<file path="config.mk">
export PLATFORM = sky130hd
export DESIGN_NAME = branch_predict_unit_flat
export DESIGN_NICKNAME = d
export VERILOG_FILES = /design/src/rtl/branch_predict_if.sv /design/src/rtl/branch_predict_unit.sv /design/src/flat_wrapper.sv
export SDC_FILE = /design/constraint.sdc
export NUM_CORES = 1
export LEC_CHECK = 0
export CORE_UTILIZATION = 59
export CTS_BUF_LIST = sky130_fd_sc_hd__clkbuf_4 sky130_fd_sc_hd__clkbuf_8
export DETAILED_ROUTE_END_ITERATION = 7
export HOLD_SLACK_MARGIN = 0.1
export PLACE_DENSITY = 0.95
export SLEW_MARGIN = 15
export SYNTH_ARGS = -nofsm -noshare
export SYNTH_HDL_FRONTEND = slang
export SYNTH_SLANG_ARGS = --single-unit
export TNS_END_PERCENT = 20
</file>
<file path="constraint.sdc">
create_clock -name CLK -period 11.25 [get_ports CLK]
set_input_delay 2.25 -clock CLK [delete_from_list [all_inputs] [get_ports CLK]]
set_output_delay 2.25 -clock CLK [all_outputs]
set_load 0.005 [all_outputs]
</file>
<file path="src/rtl/branch_predict_if.sv">
// Execute/fetch-side signal bundle for branch_predict_unit.
// The master drives fetch and resolve inputs; the slave returns the decisions and counters.
interface branch_predict_if #(
  parameter int XLEN = 32
);
  logic [XLEN-1:0] F_PC;
  logic            F_PREDICT_TAKEN;
  logic            R_VALID;
  logic [XLEN-1:0] R_PC;
  logic [4:0]      R_OPCODE_6_TO_2;
  logic [2:0]      R_FUNCT3;
  logic [XLEN-1:0] R_RS1;
  logic [XLEN-1:0] R_RS2;
  logic            R_PREDICTED;
  logic            BHT_CLEAR;
  logic            R_TAKEN;
  logic            R_MISPREDICT;
  logic [31:0]     BRANCH_COUNT;
  logic [31:0]     MISPREDICT_COUNT;

  modport master (
    output F_PC, R_VALID, R_PC, R_OPCODE_6_TO_2, R_FUNCT3, R_RS1, R_RS2, R_PREDICTED, BHT_CLEAR,
    input  F_PREDICT_TAKEN, R_TAKEN, R_MISPREDICT, BRANCH_COUNT, MISPREDICT_COUNT
  );

  modport slave (
    input  F_PC, R_VALID, R_PC, R_OPCODE_6_TO_2, R_FUNCT3, R_RS1, R_RS2, R_PREDICTED, BHT_CLEAR,
    output F_PREDICT_TAKEN, R_TAKEN, R_MISPREDICT, BRANCH_COUNT, MISPREDICT_COUNT
  );
endinterface

</file>
<file path="src/rtl/branch_predict_unit.sv">
// Branch resolution for the execute stage plus a bimodal 2-bit BHT predicting for fetch,
// with saturating branch and mispredict event counters.
module branch_predict_unit #(
  parameter int         XLEN        = 32,
  parameter int         BHT_ENTRIES = 64,
  parameter logic [1:0] INIT_STATE  = 2'b01
) (
  input logic            CLK,
  input logic            RESET,
  branch_predict_if.slave bp
);
  localparam int IW = (BHT_ENTRIES > 1) ? $clog2(BHT_ENTRIES) : 1;
  localparam logic [4:0] OP_BRANCH = 5'b11000;
  localparam logic [4:0] OP_JAL    = 5'b11011;
  localparam logic [4:0] OP_JALR   = 5'b11001;

  function automatic logic [1:0] sat_step(input logic [1:0] c, input logic up);
    if (up) return (c == 2'b11) ? c : c + 2'd1;
    else    return (c == 2'b00) ? c : c - 2'd1;
  endfunction

  function automatic logic [31:0] sat_inc32(input logic [31:0] v);
    return (v == 32'hFFFF_FFFF) ? v : v + 32'd1;
  endfunction

  logic [1:0]             bht_q [BHT_ENTRIES];
  logic [1:0]             bht_d [BHT_ENTRIES];
  logic [31:0]            branch_count_q, branch_count_d;
  logic [31:0]            mispredict_count_q, mispredict_count_d;
  logic [IW-1:0]          f_idx, r_idx;
  logic                   is_branch, is_jal, is_jalr, cond, br_update;
  logic signed [XLEN-1:0] rs1_s, rs2_s;
  logic                   unused_pc_bits;

  assign f_idx = bp.F_PC[IW+1:2];
  assign r_idx = bp.R_PC[IW+1:2];
  assign unused_pc_bits = ^{bp.F_PC[XLEN-1:IW+2], bp.F_PC[1:0],
                            bp.R_PC[XLEN-1:IW+2], bp.R_PC[1:0]};

  assign is_branch = (bp.R_OPCODE_6_TO_2 == OP_BRANCH);
  assign is_jal    = (bp.R_OPCODE_6_TO_2 == OP_JAL);
  assign is_jalr   = (bp.R_OPCODE_6_TO_2 == OP_JALR);
  assign rs1_s     = bp.R_RS1;
  assign rs2_s     = bp.R_RS2;

  always_comb begin
    cond = 1'b0;
    case (bp.R_FUNCT3)
      3'b000:  cond = (bp.R_RS1 == bp.R_RS2);
      3'b001:  cond = (bp.R_RS1 != bp.R_RS2);
      3'b100:  cond = (rs1_s < rs2_s);
      3'b101:  cond = (rs1_s >= rs2_s);
      3'b110:  cond = (bp.R_RS1 < bp.R_RS2);
      3'b111:  cond = (bp.R_RS1 >= bp.R_RS2);
      default: cond = 1'b0;
    endcase
  end

  assign br_update          = bp.R_VALID & is_branch;
  assign bp.R_TAKEN         = bp.R_VALID & (is_jal | is_jalr | (is_branch & cond));
  assign bp.R_MISPREDICT    = br_update & (cond != bp.R_PREDICTED);
  assign bp.F_PREDICT_TAKEN = bht_q[f_idx][1];
  assign bp.BRANCH_COUNT     = branch_count_q;
  assign bp.MISPREDICT_COUNT = mispredict_count_q;

  // Clear outranks a same-cycle training update; the event counters ignore clear.
  always_comb begin
    bht_d = bht_q;
    if (bp.BHT_CLEAR) begin
      for (int i = 0; i < BHT_ENTRIES; i++) bht_d[i] = INIT_STATE;
    end else if (br_update) begin
      bht_d[r_idx] = sat_step(bht_q[r_idx], cond);
    end
    branch_count_d     = br_update ? sat_inc32(branch_count_q) : branch_count_q;
    mispredict_count_d = bp.R_MISPREDICT ? sat_inc32(mispredict_count_q) : mispredict_count_q;
  end

  always_ff @(posedge CLK or posedge RESET) begin
    if (RESET) begin
      for (int i = 0; i < BHT_ENTRIES; i++) bht_q[i] <= INIT_STATE;
      branch_count_q     <= 32'd0;
      mispredict_count_q <= 32'd0;
    end else begin
      bht_q              <= bht_d;
      branch_count_q     <= branch_count_d;
      mispredict_count_q <= mispredict_count_d;
    end
  end
endmodule

</file>
<file path="src/flat_wrapper.sv">
// flat-port wrapper written by rule: the top's interface ports become plain ports
module branch_predict_unit_flat 
#(
  parameter int         XLEN        = 32,
  parameter int         BHT_ENTRIES = 64,
  parameter logic [1:0] INIT_STATE  = 2'b01
)
  (CLK, RESET, bp_F_PC, bp_R_VALID, bp_R_PC, bp_R_OPCODE_6_TO_2, bp_R_FUNCT3, bp_R_RS1, bp_R_RS2, bp_R_PREDICTED, bp_BHT_CLEAR, bp_F_PREDICT_TAKEN, bp_R_TAKEN, bp_R_MISPREDICT, bp_BRANCH_COUNT, bp_MISPREDICT_COUNT);
  branch_predict_if #(.XLEN(XLEN)) bp_i ();
  input logic CLK;
  input logic RESET;
  input wire logic [$bits(bp_i.F_PC)-1:0] bp_F_PC;
  input wire logic [$bits(bp_i.R_VALID)-1:0] bp_R_VALID;
  input wire logic [$bits(bp_i.R_PC)-1:0] bp_R_PC;
  input wire logic [$bits(bp_i.R_OPCODE_6_TO_2)-1:0] bp_R_OPCODE_6_TO_2;
  input wire logic [$bits(bp_i.R_FUNCT3)-1:0] bp_R_FUNCT3;
  input wire logic [$bits(bp_i.R_RS1)-1:0] bp_R_RS1;
  input wire logic [$bits(bp_i.R_RS2)-1:0] bp_R_RS2;
  input wire logic [$bits(bp_i.R_PREDICTED)-1:0] bp_R_PREDICTED;
  input wire logic [$bits(bp_i.BHT_CLEAR)-1:0] bp_BHT_CLEAR;
  output wire logic [$bits(bp_i.F_PREDICT_TAKEN)-1:0] bp_F_PREDICT_TAKEN;
  output wire logic [$bits(bp_i.R_TAKEN)-1:0] bp_R_TAKEN;
  output wire logic [$bits(bp_i.R_MISPREDICT)-1:0] bp_R_MISPREDICT;
  output wire logic [$bits(bp_i.BRANCH_COUNT)-1:0] bp_BRANCH_COUNT;
  output wire logic [$bits(bp_i.MISPREDICT_COUNT)-1:0] bp_MISPREDICT_COUNT;
  assign bp_i.F_PC = bp_F_PC;
  assign bp_i.R_VALID = bp_R_VALID;
  assign bp_i.R_PC = bp_R_PC;
  assign bp_i.R_OPCODE_6_TO_2 = bp_R_OPCODE_6_TO_2;
  assign bp_i.R_FUNCT3 = bp_R_FUNCT3;
  assign bp_i.R_RS1 = bp_R_RS1;
  assign bp_i.R_RS2 = bp_R_RS2;
  assign bp_i.R_PREDICTED = bp_R_PREDICTED;
  assign bp_i.BHT_CLEAR = bp_BHT_CLEAR;
  assign bp_F_PREDICT_TAKEN = bp_i.F_PREDICT_TAKEN;
  assign bp_R_TAKEN = bp_i.R_TAKEN;
  assign bp_R_MISPREDICT = bp_i.R_MISPREDICT;
  assign bp_BRANCH_COUNT = bp_i.BRANCH_COUNT;
  assign bp_MISPREDICT_COUNT = bp_i.MISPREDICT_COUNT;
  branch_predict_unit #(.XLEN(XLEN), .BHT_ENTRIES(BHT_ENTRIES), .INIT_STATE(INIT_STATE)) u_core (.CLK(CLK), .RESET(RESET), .bp(bp_i));
endmodule
</file>
; ---- Word-level counts from Yosys, hierarchy flattened
; Index checks and enable logic that the tools add are counted.
[op_classes]
n_addsub = 4
order_cmp = 7
n_eq_ne = 14
mux = 17
bitwise = 10
n_reduce_logical = 6
[ops]
columns = cell, n
row1 = 128-bit 2-to-1 mux, 2
row2 = 128-bit bitwise mux, 1
row3 = 32-bit by 1-bit adder with 32-bit output (second input constant), 2
row4 = 32-bit == test (second input constant), 2
row5 = 32-bit greater-or-equal comparator, 2
row6 = 32-bit less-than comparator, 2
row7 = 32-bit == test, 1
row8 = 32-bit != test, 1
row9 = 2-bit binary-select mux with 6-bit select, 2
row10 = 2-bit 2-to-1 mux, 10
row11 = 5-bit == test (second input constant), 3
row12 = 7-bit greater-or-equal comparator (second input constant), 2
row13 = 6-bit NOT with 7-bit output, 2
row14 = 2-bit demux with 6-bit select, 1
row15 = 3-bit == test (second input constant), 4
row16 = 7-bit by 1-bit less-than comparator with 1-bit output (second input constant), 1
row17 = 1-bit one-hot mux with 6 select lines, 1
row18 = 1-bit AND, 4
row19 = 2-bit AND reduction, 2
row20 = 3-bit by 1-bit == test with 1-bit output (second input constant), 1
row21 = 3-bit logical NOT, 1
row22 = 2-bit by 1-bit adder with 2-bit output (second input constant), 1
row23 = 2-bit == test (second input constant), 1
row24 = 2-bit logical NOT, 1
row25 = other kinds (6), 8
[word_totals]
register_bits = 192
in_bits = 141
out_inout_bits = 67

; ---- Longest topological paths before layout
[logic_depth]
word_depth = 12
mapped_depth = 13

; ---- Least setup slack after synthesis
; No wires, ideal clock.
[synth_path]
path_type = input to output
from = input port bp_F_PC[2]
to = output port bp_F_PREDICT_TAKEN
t_arrival_ns = 4.662
required_time_ns = 9.000
path_slack_ns = 4.338
stages = 5
path_buffers = 2
cell_sequence = clkbuf_1 -> buf_1 -> mux4_2 -> mux4_2 -> mux4_2
[synth_between]
elab_chain_cells = 4
[synth_rtl]
columns = item, line_no
row1 = "start, declared", flat_wrapper.sv:12  ; input wire logic [$bits(bp_i.F_PC)-1:0] bp_F_PC;
row2 = 6-bit NOT with 7-bit output (implied by the code), branch_predict_unit.sv:62  ; assign bp.F_PREDICT_TAKEN = bht_q[f_idx][1];
row3 = 2-bit binary-select mux with 6-bit select, branch_predict_unit.sv:62
row4 = 2-bit 2-to-1 mux (implied by the code) (2 in series), branch_predict_unit.sv:62
row5 = "end, declared", flat_wrapper.sv:21  ; output wire logic [$bits(bp_i.F_PREDICT_TAKEN)-1:0] bp_F_PREDICT_TAKEN;
; Every way passes these cells. The select of a mux whose other input is x is not followed.

; ---- Worst setup path after layout
[layout_path]
from = input port bp_R_RS2[27]
to = output port bp_R_MISPREDICT
[layout_between]
elab_chain_cells = 4
[layout_rtl]
columns = item, line_no
row1 = "start, declared", flat_wrapper.sv:18  ; input wire logic [$bits(bp_i.R_RS2)-1:0] bp_R_RS2;
row2 = "32-bit greater-or-equal comparator, or another cell as far along", branch_predict_unit.sv:54  ; 3'b111: cond = (bp.R_RS1 >= bp.R_RS2);
row3 = 1-bit one-hot mux with 6 select lines *, branch_predict_unit.sv:48  ; case (bp.R_FUNCT3)
row4 = 1-bit != test *, branch_predict_unit.sv:61  ; assign bp.R_MISPREDICT = br_update & (cond != bp.R_PREDICTED);
row5 = 1-bit AND *, branch_predict_unit.sv:61
row6 = "end, declared", flat_wrapper.sv:23  ; output wire logic [$bits(bp_i.R_MISPREDICT)-1:0] bp_R_MISPREDICT;
; Mark *: on every way between the ends. The rest lies on a longest branch, timed or not.

==> results.ini <==
[synthesis]
synth_area_leaders=dfrtp_1 (28%), dfstp_2 (15%), mux4_2 (6.6%), nor2_1 (4.6%), o21ai_0 (4.3%)
ys_types=64
ys_warn_count=0
postSynthAreaPerCell_um2=9.822
synth-xor-area-share_pct=4.868
synth_cells=1154
synth.cell_area_um2=11330
ys_ff_latch=192
synth_edf_count=0
synth_compound_area_share_pct=17.46
synthFlopType=dfrtp_1
synth_top_family_by_area=compound AO/OA/AOI/OAI gates
yosys.area.top_type=dfrtp_1
async_flop_share_pct=100.0
synthSimpleGateAreaFrac_pct=16.79
ys_seq_area_share_pct=43.10
synth_top_area_share_pct=28.26
synth.area.mux_share_pct=8.986
synth_nets=1329
synthAdderAreaFrac_pct=3.952

[cells_and_area]
n_fill_cell=1200
antenna_cells=0
area_growth_pct=17.45
fin_nets=1434
multiInputGateArea_um2=5913
seqCellArea_um2=4885
drive_above_1_share_pct=16.59

[critical_path]
cp_slowest_cell=clkdlybuf4s50_1
cp.required_ns=9.00
start_kind=input pin
crit_top_cell=clkdlybuf4s50_1
crit_arrival_ns=5.57
crit_buf_inv=3
path_delay_family=simple AND/OR/NAND/NOR gates
cp_cell_sequence=clkdlybuf4s50_1 > inv_1 > ha_1 > nand4_1 > nor3_1 > a221oi_1 > and4_1 > a311oi_2 > nand3b_2 > xor2_2 > nor2_1 > clkdlybuf4s50_1
path_class=input pin to output pin
crit_path_end_kind=output pin
r2r_slack_ns=8.01
max_stage_delay_ns=0.53
worstPathMaxFanout=5

[routing]
remaining_drc_errors=0
firstDrtPassIters=7
wirelength_um=32360
via_count=10340
wire_per_inst_um=21.48
antenna_left=0
vias_per_cell=6.865
drt_iter0_drc=1302

[timing]
grt_setup_unrepaired=false
tns_ns=0
clock.fmax_mhz=127.9
slew_headroom_pct=25.81
worstMarginPinSlew_ns=1.113
hold_viol=0
fin_crit_sh_pct=69.52
setup_viol=0
fin_crit_ns=7.821
skew_ns=0.01670
slew_violations=0

[cts]
root_buffer=clkbuf_8
cts_buffer_depth=2
cts_tree=yes
cts-hold-fix-buffers=0
post-cts-setup-buffers=0
path_clk_slew_ns=0.10
cts-htree-levels=4
clock_sinks=192
worst_skew_pair.late_latency_ns=0.47
cts_buffers=17
cts_resized=0

[global_routing]
grt_max_degree=80
antenna_found_initial=1
grt_pass1_wl_um=51930
first_global_vias=10410
track_usage_pct=33.29
grt_overflow=0

[pwr]
leakage_nw=5.336
vdd_drop_max_mv=0.1055
power_density_nw_per_um2=106.4
power_mw=1.417

[floorplanning]
die_x_um=140.6
io_pins=208
initial_utilization_pct=60.39
placementRows=50
fp.dieH_um=140.6
fp.dieArea_um2=19770
coreArea_um2=18770

[place]
dp_hpwl_um=20780
finalWeightedCongestion=0.8757
port_buffers=155

[run_status]
status=finished, final reports clean

[job]
cap_violations=0

[min_path]
hold_path_class=flip-flop to flip-flop

-- cell usage after synthesis, types with 3 or more instances --
library cell and n:
o311ai_1 19, nand2_1 92, and4_1 11, mux2_2 12, mux4_2 33, mux2i_1 14
or3_1 4, a22oi_1 3, nor3b_1 3, a311oi_1 5, and2_1 7, clkbuf_1 42
buf_6 9, ha_1 34, buf_4 3, a211oi_1 7, xor2_1 37, a21oi_1 87
xnor2_1 26, a21boi_0 3, nor2b_1 3, o311ai_0 4, nand4_1 21, nor3_1 23
inv_1 41, nor2_1 140, dfrtp_1 128, nor4_2 8, dfstp_2 64, o211ai_1 4
nand3_1 36, o22ai_1 8, buf_1 9, a31oi_1 5, buf_2 16, a221oi_1 9
or2_2 3, o21ai_0 98, and3_1 20, a211oi_2 33
-- per-layer routing --
layer | vias up | GRT usage [%] | share of wire [%]
li1 | 4399 | - | -
met1 | 5034 | 42.03 | 37
met2 | 703 | 52.21 | 48
met3 | 200 | 8.016 | 10
met4 | 2 | 20.31 | 5.6
met5 | - | 0 | 0.046
-- through the flow --
step                      std cells  hold slack, ns  setup WS (ns)  instance area, µm²  util (%)
final                          1506          0.5051          3.429               13310     70.93
after global routing           1506          0.5144          3.077               13310     70.93
after CTS                      1506          0.5047          3.501               13310     70.91
after detailed placement       1474          0.4854          3.530               12860     68.51
after global placement         1474          0.4782          3.679               12860     68.51
after floorplan                1154          0.4774          3.879               11330         -
-- state kept, by name, summed over array words and instances, names as in the netlist --
name	cells
u_core.bp.BRANCH_COUNT	32
u_core.bht_q	128
u_core.bp.MISPREDICT_COUNT	32
-- power breakdown --
| part | total (mW) | switching, mW | leakage (nW) | internal [mW] |
|---|---|---|---|---|
| Combinational | 0.197 | 0.123 | 2.67 | 0.0740 |
| Sequential | 0.703 | 0.00682 | 2.45 | 0.696 |
| Clock | 0.517 | 0.264 | 0.221 | 0.253 |
| Total | 1.42 | 0.394 | 5.34 | 1.02 |
-- layout by cell type, fill, tap and decap left out, drive strengths merged, types with 14 or more instances in the layout --
cell type and count:
clkbuf 18, clkdlybuf4s50 152, nand4 22, nand2 92, a21oi 87, dfrtp 128, mux2i 14, mux4 33
xnor2 26, ha 34, dfstp 64, o311ai 23, o21ai 98, a211oi 40, inv 46, nand3 36
nor3 23, nor2 141, xor2 37, and3 20
-- cell type report --
cell class / instances / share of cell area (%)
clock buffers: 18 / 1.861
clock inverters: 14 / 1.513
inverters: 41 / 1.194
multi-input cells: 842 / 44.42
flip-flops and latches: 192 / 36.69
well taps: 234 / 2.199
repair buffers: 165 / 12.12
-- logic make-up after synthesis --
family,after synthesis
adder cells (fa/ha/maj),36
buffers and inverters,120
XOR/XNOR,63
AO/OA/AOI/OAI,296
flip-flops,192
multiplexers,59
AND/OR/NAND/NOR,388
-- final timing paths --
| kind | start | end | cells after the start |
|---|---|---|---|
| max | bp_R_RS2[27] | bp_R_MISPREDICT | 12 |
| min | u_core.bp.MISPREDICT_COUNT[29] | u_core.bp.MISPREDICT_COUNT[29] | 1 |
| max reg2reg | u_core.bht_q[9] | u_core.bht_q[112] | 8 |
| min reg2reg | u_core.bp.MISPREDICT_COUNT[29] | u_core.bp.MISPREDICT_COUNT[29] | 1 |
| max in group asynchronous | RESET | u_core.bht_q[73] | 3 |
| min in group asynchronous | RESET | u_core.bp.BRANCH_COUNT[18] | 2 |
No activity file was read; power rests on OpenSTA's default activity.
==> variant (same flow settings) <==
Make the reset (`RESET`) synchronous in one clocked block.
--- a/src/rtl/branch_predict_unit.sv
+++ b/src/rtl/branch_predict_unit.sv
@@ -75,7 +75,7 @@
     mispredict_count_d = bp.R_MISPREDICT ? sat_inc32(mispredict_count_q) : mispredict_count_q;
   end
 
-  always_ff @(posedge CLK or posedge RESET) begin
+  always_ff @(posedge CLK) begin
     if (RESET) begin
       for (int i = 0; i < BHT_ENTRIES; i++) bht_q[i] <= INIT_STATE;
       branch_count_q     <= 32'd0;
Function: differs if RESET is asserted again (counterexample within 4 cycles, from zero or initial values and one cycle with RESET high); with RESET held inactive, the same outputs for 4 cycles.
==> variant against the original RTL <==
First-iteration DRC count down 3.3%. Via count down 0.16%. Power down 8.1%. Combinational power down 13%. Highest routed layer is now met4. Routed wire length down 6.7%. Final area down 6.1%. Synthesized area down 7.3%. Sequential cell count unchanged. Fmax down 4.9%. Clock power down 13%. Register-to-register slack worse by 0.20 ns. Setup slack worse by 0.41 ns. Count of clock-buffer cells in the layout down 1. Synthesized cell count up 6.8%.
==> variant: results (changes against the original RTL) <==
* Status: finished, final reports clean
* Drt total wl at 30200 um (-6.7%)
* Cells after Synth at 1232 (+6.8%)
* Met3 wire len at 3330 um (+0.57%)
* Max rail drop VDD at 0.0000862 V (-18%)
* Met2 WL at 14400 um (-6.5%)
* Dpl ws at 3.06 ns (-0.467 ns)
* Main synth FF type: dfxtp_1
* Worst Max-Slew Pin Slew at 1.16 ns (+0.0456 ns)
* Worst Skew at 0.0164 ns (-0.000263 ns)
* First-pass GRT wire length at 49000 um (-5.6%)
* RD Place Congestion at 0.938 (+7.1%)
* Met1 Track Usage GR at 40.2% (-1.9 points)
* Worst-path fanout max at 7 (+2)
* Routed WL per cell at 19.1 um (-11%)
* Total GRT Usage at 33.6% (+0.34 points)
* Worst skew pair latency at 0.49 ns (+0.02 ns)
* Switching part of the total at 29.0% (+1.2 points)
* Global Route met2 Usage at 56.0% (+3.7 points)
* Placed Area at 0.0121 mm2 (-5.8%)
* Seq/Total Area, Yosys at 36.6% (-6.5 points)
* Initial antenna violation count at 0 (-1)
* Grt met3 use at 8.87% (+0.85 points)
* Syn nets at 1407 (+5.9%)
* Placed Cells at 1549 (+5.1%)
* Ys async rst share at 0% (-100 points)
* Vias in the first global route at 9908 (-4.8%)
* P&R area growth vs syn at 19.0%
* Max Used Layer: met4
* 1st-iter DRT viols at 1259 (-3.3%)
* Ratio of cells with drive above 1 in the final layout at 10.3% (-6.3 points)
* Routed vias at 10300 (-0.16%)
* DRT met1 WL at 11100 um (-5.9%)
* Fill cells at 1229 (+2.4%)
* Largest net degree at the start of global routing at 129 (+61%)
[variant: final timing paths]
kind	from	end	slack (ns)	cells past startpoint
setup / recovery	bp_R_RS2[23]	bp_R_MISPREDICT	3.02	12
hold reg to reg	u_core.bp.BRANCH_COUNT[20]	u_core.bp.BRANCH_COUNT[20]	0.54	2
hold / removal	u_core.bp.BRANCH_COUNT[20]	u_core.bp.BRANCH_COUNT[20]	0.54	2
setup reg to reg	u_core.bht_q[114]	u_core.bht_q[9]	7.81	7
[variant: logic make-up (layout without fill, tap and decap cells)]
family,after synthesis,count (layout),synth area share (%)
xor+xnor,29,29,2.42
flops,192,192,36.6
simple gates,440,440,20.3
buf+inv,125,249,4.82
compound gates,319,319,18.4
mux,92,92,13.3
fa+ha+maj,35,35,4.14
[variant: power groups by stage]
stage	clock network (W)	logic [W]	registers, W
final	0.000451	0.000172	0.000679
after global routing	0.000482	0.000183	0.000680
after CTS	0.000450	0.000167	0.000679
after detailed placement	0	0.000166	0.000695
after global placement	0	0.000162	0.000695
after floorplan	0	0.000103	0.000695
[variant: area by class of cell]
type | count | share of cell area [%]
clock buffers | 17 | 1.87
clock inverters | 15 | 1.20
inverters | 50 | 1.50
multi-input cells | 915 | 49.4
flip-flops and latches | 192 | 30.7
well taps | 225 | 2.25
repair buffers | 167 | 13.0
[variant: worst max-delay path, stage by stage]
cell and delay [ns]:
clkdlybuf4s50_1 0.47, inv_1 0.05, ha_1 0.31, nand4_1 0.19, nor3_1 0.08, a221oi_1 0.26
nor3b_2 0.24, nand3_1 0.18, a211oi_1 0.83, nand3_2 0.29, a21oi_1 0.28, clkdlybuf4s50_1 0.54
